===== src/rtl/game_input_pkg.sv =====
// Shared types and default timing for the player-control input conditioner.
package game_input_pkg;

    // Auto-repeat sequencer states
    typedef enum logic [1:0] {
        REP_IDLE   = 2'd0,
        REP_DELAY  = 2'd1,
        REP_REPEAT = 2'd2
    } rep_state_t;

    localparam int unsigned CLK_HZ = 50_000_000;

    // 10 ms debounce, 500 ms to first repeat, 100 ms between repeats
    localparam int unsigned DEFAULT_DEBOUNCE      = CLK_HZ / 100;
    localparam int unsigned DEFAULT_REPEAT_DELAY  = CLK_HZ / 2;
    localparam int unsigned DEFAULT_REPEAT_PERIOD = CLK_HZ / 10;

endpackage


===== src/rtl/input_channel.sv =====
// One control channel: synchroniser, debounce, edge strobes, optional auto-repeat.
//
// state      | meaning
// -----------+------------------------------------------------------------
// REP_IDLE   | button released (or just released); no repeat activity
// REP_DELAY  | button held, waiting for the first repeat after the press
// REP_REPEAT | button held, issuing a repeat every REPEAT_PERIOD cycles
module input_channel
    import game_input_pkg::*;
#(
    parameter bit          INVERT          = 1'b1,
    parameter bit          REPEAT_EN       = 1'b0,
    parameter int unsigned DEBOUNCE_CYCLES = DEFAULT_DEBOUNCE,
    parameter int unsigned REPEAT_DELAY    = DEFAULT_REPEAT_DELAY,
    parameter int unsigned REPEAT_PERIOD   = DEFAULT_REPEAT_PERIOD
) (
    input  logic clk,
    input  logic reset,
    input  logic raw,
    output logic level,
    output logic press_pulse,
    output logic release_pulse,
    output logic fire_pulse
);

    localparam int unsigned DW = $clog2(DEBOUNCE_CYCLES + 1);
    localparam logic [DW-1:0] DCNT_LAST = DW'(DEBOUNCE_CYCLES - 1);

    logic          sync1;
    logic          sync2;
    logic          s;
    logic [DW-1:0] dcnt;
    logic          deb_hit;
    logic          rise;
    logic          fall;
    logic          rep_hit;

    // Two-flop synchroniser; reset to the idle pin level so s starts at 0
    always_ff @(posedge clk) begin
        if (reset) begin
            sync1 <= INVERT;
            sync2 <= INVERT;
        end else begin
            sync1 <= raw;
            sync2 <= sync1;
        end
    end

    assign s       = sync2 ^ INVERT;
    assign deb_hit = (s != level) && (dcnt == DCNT_LAST);
    assign rise    = deb_hit & s;
    assign fall    = deb_hit & ~s;

    // Debounce counter, stable level and edge strobes
    always_ff @(posedge clk) begin
        if (reset) begin
            level         <= 1'b0;
            dcnt          <= '0;
            press_pulse   <= 1'b0;
            release_pulse <= 1'b0;
        end else begin
            press_pulse   <= rise;
            release_pulse <= fall;
            if (s == level) begin
                dcnt <= '0;
            end else if (deb_hit) begin
                level <= s;
                dcnt  <= '0;
            end else begin
                dcnt <= dcnt + DW'(1);
            end
        end
    end

    generate
        if (REPEAT_EN) begin : g_repeat
            localparam int unsigned RMAX = (REPEAT_DELAY > REPEAT_PERIOD) ? REPEAT_DELAY : REPEAT_PERIOD;
            localparam int unsigned RW   = $clog2(RMAX + 1);
            localparam logic [RW-1:0] DELAY_LAST  = RW'(REPEAT_DELAY - 1);
            localparam logic [RW-1:0] PERIOD_LAST = RW'(REPEAT_PERIOD - 1);

            rep_state_t    state;
            rep_state_t    state_nxt;
            logic [RW-1:0] rcnt;
            logic [RW-1:0] rcnt_nxt;

            // Repeat FSM state register
            always_ff @(posedge clk) begin
                if (reset) begin
                    state <= REP_IDLE;
                    rcnt  <= '0;
                end else begin
                    state <= state_nxt;
                    rcnt  <= rcnt_nxt;
                end
            end

            // Next state and repeat strobe; a release overrides any due repeat
            always_comb begin
                state_nxt = state;
                rcnt_nxt  = rcnt;
                rep_hit   = 1'b0;
                case (state)
                    REP_IDLE: begin
                        if (rise) begin
                            state_nxt = REP_DELAY;
                            rcnt_nxt  = '0;
                        end
                    end
                    REP_DELAY: begin
                        if (rcnt == DELAY_LAST) begin
                            rep_hit   = 1'b1;
                            rcnt_nxt  = '0;
                            state_nxt = REP_REPEAT;
                        end else begin
                            rcnt_nxt = rcnt + RW'(1);
                        end
                    end
                    REP_REPEAT: begin
                        if (rcnt == PERIOD_LAST) begin
                            rep_hit  = 1'b1;
                            rcnt_nxt = '0;
                        end else begin
                            rcnt_nxt = rcnt + RW'(1);
                        end
                    end
                    default: begin
                        state_nxt = REP_IDLE;
                        rcnt_nxt  = '0;
                    end
                endcase
                if (fall) begin
                    state_nxt = REP_IDLE;
                    rcnt_nxt  = '0;
                    rep_hit   = 1'b0;
                end
            end
        end else begin : g_no_repeat
            assign rep_hit = 1'b0;
        end
    endgenerate

    // Fire strobe: press edge plus any auto-repeat
    always_ff @(posedge clk) begin
        if (reset) begin
            fire_pulse <= 1'b0;
        end else begin
            fire_pulse <= rise | rep_hit;
        end
    end

endmodule


===== src/rtl/game_input_conditioner.sv =====
// N-channel player-control front end: one input_channel per pin.
module game_input_conditioner
    import game_input_pkg::*;
#(
    parameter int unsigned          N_CH            = 4,
    parameter logic [N_CH-1:0]      INVERT_MASK     = {N_CH{1'b1}},
    parameter logic [N_CH-1:0]      REPEAT_MASK     = {N_CH{1'b0}},
    parameter int unsigned          DEBOUNCE_CYCLES = DEFAULT_DEBOUNCE,
    parameter int unsigned          REPEAT_DELAY    = DEFAULT_REPEAT_DELAY,
    parameter int unsigned          REPEAT_PERIOD   = DEFAULT_REPEAT_PERIOD
) (
    input  logic            CLOCK_50,
    input  logic            reset,
    input  logic [N_CH-1:0] raw_in,
    output logic [N_CH-1:0] level_out,
    output logic [N_CH-1:0] press_pulse,
    output logic [N_CH-1:0] release_pulse,
    output logic [N_CH-1:0] fire_pulse
);

    generate
        for (genvar i = 0; i < int'(N_CH); i++) begin : g_ch
            input_channel #(
                .INVERT          (INVERT_MASK[i]),
                .REPEAT_EN       (REPEAT_MASK[i]),
                .DEBOUNCE_CYCLES (DEBOUNCE_CYCLES),
                .REPEAT_DELAY    (REPEAT_DELAY),
                .REPEAT_PERIOD   (REPEAT_PERIOD)
            ) u_ch (
                .clk           (CLOCK_50),
                .reset         (reset),
                .raw           (raw_in[i]),
                .level         (level_out[i]),
                .press_pulse   (press_pulse[i]),
                .release_pulse (release_pulse[i]),
                .fire_pulse    (fire_pulse[i])
            );
        end
    endgenerate

endmodule

===== config.mk =====
export PLATFORM = sky130hd
export DESIGN_NAME = game_input_conditioner
export DESIGN_NICKNAME = d
export VERILOG_FILES = /design/src/rtl/game_input_pkg.sv /design/src/rtl/input_channel.sv /design/src/rtl/game_input_conditioner.sv
export SDC_FILE = /design/constraint.sdc
export NUM_CORES = 1
export LEC_CHECK = 0
export CORE_MARGIN = 2
export CORE_UTILIZATION = 25
export CTS_CLUSTER_DIAMETER = 120
export DETAILED_ROUTE_END_ITERATION = 8
export SLEW_MARGIN = 20
export SYNTH_ARGS = -nofsm -noshare
export SYNTH_HDL_FRONTEND = slang
export SYNTH_SLANG_ARGS = --single-unit

===== constraint.sdc =====
create_clock -name CLOCK_50 -period 2.12 [get_ports CLOCK_50]
set_input_delay 0.424 -clock CLOCK_50 [delete_from_list [all_inputs] [get_ports CLOCK_50]]
set_output_delay 0.424 -clock CLOCK_50 [all_outputs]
set_load 0.01 [all_outputs]

==> flow_metrics.tcl <==
set metrics [dict create \
    status "completed" \
    timing.final.hold_violations 0 \
    cts.sinks 96 \
    start_kind "register" \
    clk-insertion-delay-late_ps 340 \
    drt-total-wl_um 8570 \
    hold_path_origin "g_ch[2].u_ch.sync1" \
    timing.critical_path.required_ps 2330 \
    grt_overflow 0 \
    dr.first_iter.drc_count 186 \
    slew_headroom_pct 64.0 \
    synth-edff-count 0 \
    skew_ps 8.90 \
    post-layout-total-power_uw 3380 \
    core_outline_area_sq_um 16600 \
    floorplan.rows 47 \
    insertedDiodeCount 0 \
    maxSlewViolCount 0 \
    power_density_nw_per_um2 689 \
    io_pins 22 \
    tightest_slew_ps 540 \
    dpl.cell_count 694 \
    clockBufferDepth 2 \
    track_usage_pct 10.2 \
    regToRegSetupSlack_ps 220 \
    dominantRegCellSynth "sky130_fd_sc_hd__dfxtp_1" \
    die_y_um 134 \
    die_area_sq_um 18000 \
    mappedNetlistArea_sq_um 4230 \
    routed-via-count 3362 \
    category_of_the_most_critical_setup_path "register to register" \
    drt_pre_antenna_iters 4 \
    fmax_mhz 526 \
    detailedPlacementHpwl_um 6130 \
    initial_core_utilization_pct 25.5 \
    post-route-drc-count 0 \
    cts.repair.resized 0 \
    final.setup.tns_ps 0 \
    place.gp.congestion 0.842 \
    first_pass_grt_wire_length_um 14900 \
    unrepaired_setup_endpoints_after_global_routing "false" \
    max-cap-violations 0 \
    post-route-min-period_ps 1900 \
    finish.cell_count_without_fillers 709 \
    r2r_startpoint "g_ch[3].u_ch.dcnt[7]" \
    ys_seq_elements 96 \
    fillers 1737 \
    postCtsSetupRepairBufs 0 \
    fin_crit_sh_pct 89.7 \
    critPathMaxFanout 18 \
    hold_class "register to register" \
    synthesis.instances 472 \
    cts-buffers-inserted 9 \
    post_layout_net_count 495 \
    avgRoutedWirePerCell_um 12.1 \
    numPortBuffers 21 \
    crit_path_start "g_ch[3].u_ch.dcnt[7]" \
    initial_antenna_violation_count 0 \
    grt_pass1_vias 3213 \
    postLayoutSetupSlackWorst_ps 219 \
    power.leakage_uw 0.00146 \
    yosysSeqAreaShare_pct 45.4 \
    tritoncts_clock_tree "built" \
    die_x_um 134 \
    drtAntennaViolNets 0 \
    ys.warnings.count 0 \
    root_buffer "sky130_fd_sc_hd__clkbuf_16" \
    detail_route.vias_per_cell 4.74 \
    clk_transition_reported_paths_ps 60 \
    timing.hold.ws_ps 421 \
    cts-hold-fix-buffers 0 \
    grt_start_max_net_pins 19 \
    worstSetupEndpointType "register" \
    setup_viol_count_final 0 \
    htreeDepth 3 \
    synthToLayoutAreaGrowth_pct 15.7 \
    peakVddDrop_uv 415 \
    mean_instance_size_in_the_synthesized_netlist_sq_um 8.97 \
    setup_slack_at_placement_ps 191 \
    crit_arrival_ps 2110 \
    synth.net_count 482 \
    drive_above_1_share_pct 9.41 \
    share_of_flip_flops_with_an_asynchronous_set_or_reset_after_synthesis_pct 0 \
    synth_cell_type_count 42 \
]
state kept, by name, indices dropped and copies added (netlist names):
register                 cells
g_ch.u_ch.sync1              4
g_ch.u_ch.release_pulse      4
g_ch.u_ch.sync2              4
g_ch.u_ch.press_pulse        4
g_ch.u_ch.dcnt              76
g_ch.u_ch.level              4
final timing paths:
check                                             to  cells past startpoint
worst min-delay path              g_ch[2].u_ch.sync2                      1
worst max-delay path            g_ch[3].u_ch.dcnt[4]                      4
worst max register to register  g_ch[3].u_ch.dcnt[4]                      4
worst min register to register    g_ch[2].u_ch.sync2                      1
cell families (layout without fill, tap and decap cells):
group | after synthesis | in the layout | share of synthesized area, %
AND/OR/NAND/NOR | 232 | 232 | 30.4
flip-flops | 96 | 96 | 45.4
AO/OA/AOI/OAI | 51 | 51 | 7.24
XOR/XNOR | 50 | 50 | 10.3
buffers and inverters | 39 | 56 | 5.47
adder cells (fa/ha/maj) | 4 | 4 | 1.18
cells in the mapped netlist (all sizes together) (4+ instances only):
master,number,area (sq um)
a311oi,4,35.0
or4,12,93.8
a21o,4,30.0
nor2,61,229
buf,25,179
inv,7,26.3
and4,8,71.3
nand2,28,113
nand4,20,125
xor2,25,219
ha,4,50.1
nor3,17,85.1
nand3,28,153
a21oi,24,124
and3,10,63.8
xnor2,25,219
o31ai,5,37.5
or3,9,56.3
or2,12,75.1
dfxtp,96,1920
nor4,10,75.1
o21ai,12,60.1
clkbuf,7,26.3
power breakdown:
| part | internal, uW | switching (uW) | leakage [uW] |
|---|---|---|---|
| Clock | 854 | 653 | 0.000128 |
| Sequential | 1810 | 5.90 | 0.000775 |
| Combinational | 24.5 | 26.3 | 0.000559 |
| Total | 2690 | 685 | 0.00146 |
metrics by stage:
stage,utilization [%],cell area [sq um]
after CTS,29.5,4900
after floorplan,-,4230
final,29.5,4900
after detailed placement,27.9,4620
after global routing,29.5,4900
after global placement,27.9,4620
worst max-delay path, stage by stage (launching register included):
cell and delay (ps):
sky130_fd_sc_hd__dfxtp_1 340, sky130_fd_sc_hd__or4_1 520, sky130_fd_sc_hd__nor3_1 280, sky130_fd_sc_hd__a21bo_1 510, sky130_fd_sc_hd__nor2_1 120
placed cells by master, fill, tap and decap left out, types with 2 or more instances in the layout:
cell                               n
sky130_fd_sc_hd__a21bo_1           2
sky130_fd_sc_hd__a21o_1            4
sky130_fd_sc_hd__a21oi_1          23
sky130_fd_sc_hd__a311oi_1          4
sky130_fd_sc_hd__and2_1            3
sky130_fd_sc_hd__and3_1            9
sky130_fd_sc_hd__and4_1            7
sky130_fd_sc_hd__buf_4            12
sky130_fd_sc_hd__clkbuf_1          2
sky130_fd_sc_hd__clkbuf_16         9
sky130_fd_sc_hd__clkbuf_8          2
sky130_fd_sc_hd__clkdlybuf4s50_1  21
sky130_fd_sc_hd__clkinvlp_4        2
sky130_fd_sc_hd__dfxtp_1          96
sky130_fd_sc_hd__ha_1              4
sky130_fd_sc_hd__inv_1             7
sky130_fd_sc_hd__nand2_1          27
sky130_fd_sc_hd__nand3_1          27
sky130_fd_sc_hd__nand3b_1          2
sky130_fd_sc_hd__nand4_1          20
sky130_fd_sc_hd__nand4b_1          3
sky130_fd_sc_hd__nand4bb_1         2
sky130_fd_sc_hd__nor2_1           61
sky130_fd_sc_hd__nor3_1           17
sky130_fd_sc_hd__nor4_1            8
sky130_fd_sc_hd__nor4_2            2
sky130_fd_sc_hd__o21ai_0          12
sky130_fd_sc_hd__o31ai_1           5
sky130_fd_sc_hd__or2_2            12
sky130_fd_sc_hd__or3_1             9
sky130_fd_sc_hd__or4_1            11
sky130_fd_sc_hd__or4b_1            3
sky130_fd_sc_hd__xnor2_1          25
sky130_fd_sc_hd__xor2_1           25
final cells by class:
type | count | area (sq um) | share of cell area, %
multi-input combinational | 337 | 2080 | 42.5
timing repair buffer | 34 | 320 | 6.54
clock buffer | 13 | 260 | 5.31
sequential | 96 | 1920 | 39.2
clock inverter | 2 | 15.0 | 0.306
inverter | 7 | 26.3 | 0.536
tap | 220 | 275 | 5.62
layer usage:
| layer | routed length, um | vias to the layer above | GRT usage, % |
|---|---|---|---|
| li1 | - | 1682 | - |
| met2 | 4040 | 63 | 16.8 |
| met3 | 299 | 14 | 3.21 |
| met1 | 4040 | 1603 | 12.3 |
| met4 | 191 | 0 | 4.09 |
| met5 | 0 | - | 0 |
Power figures use the tool's default switching activity.
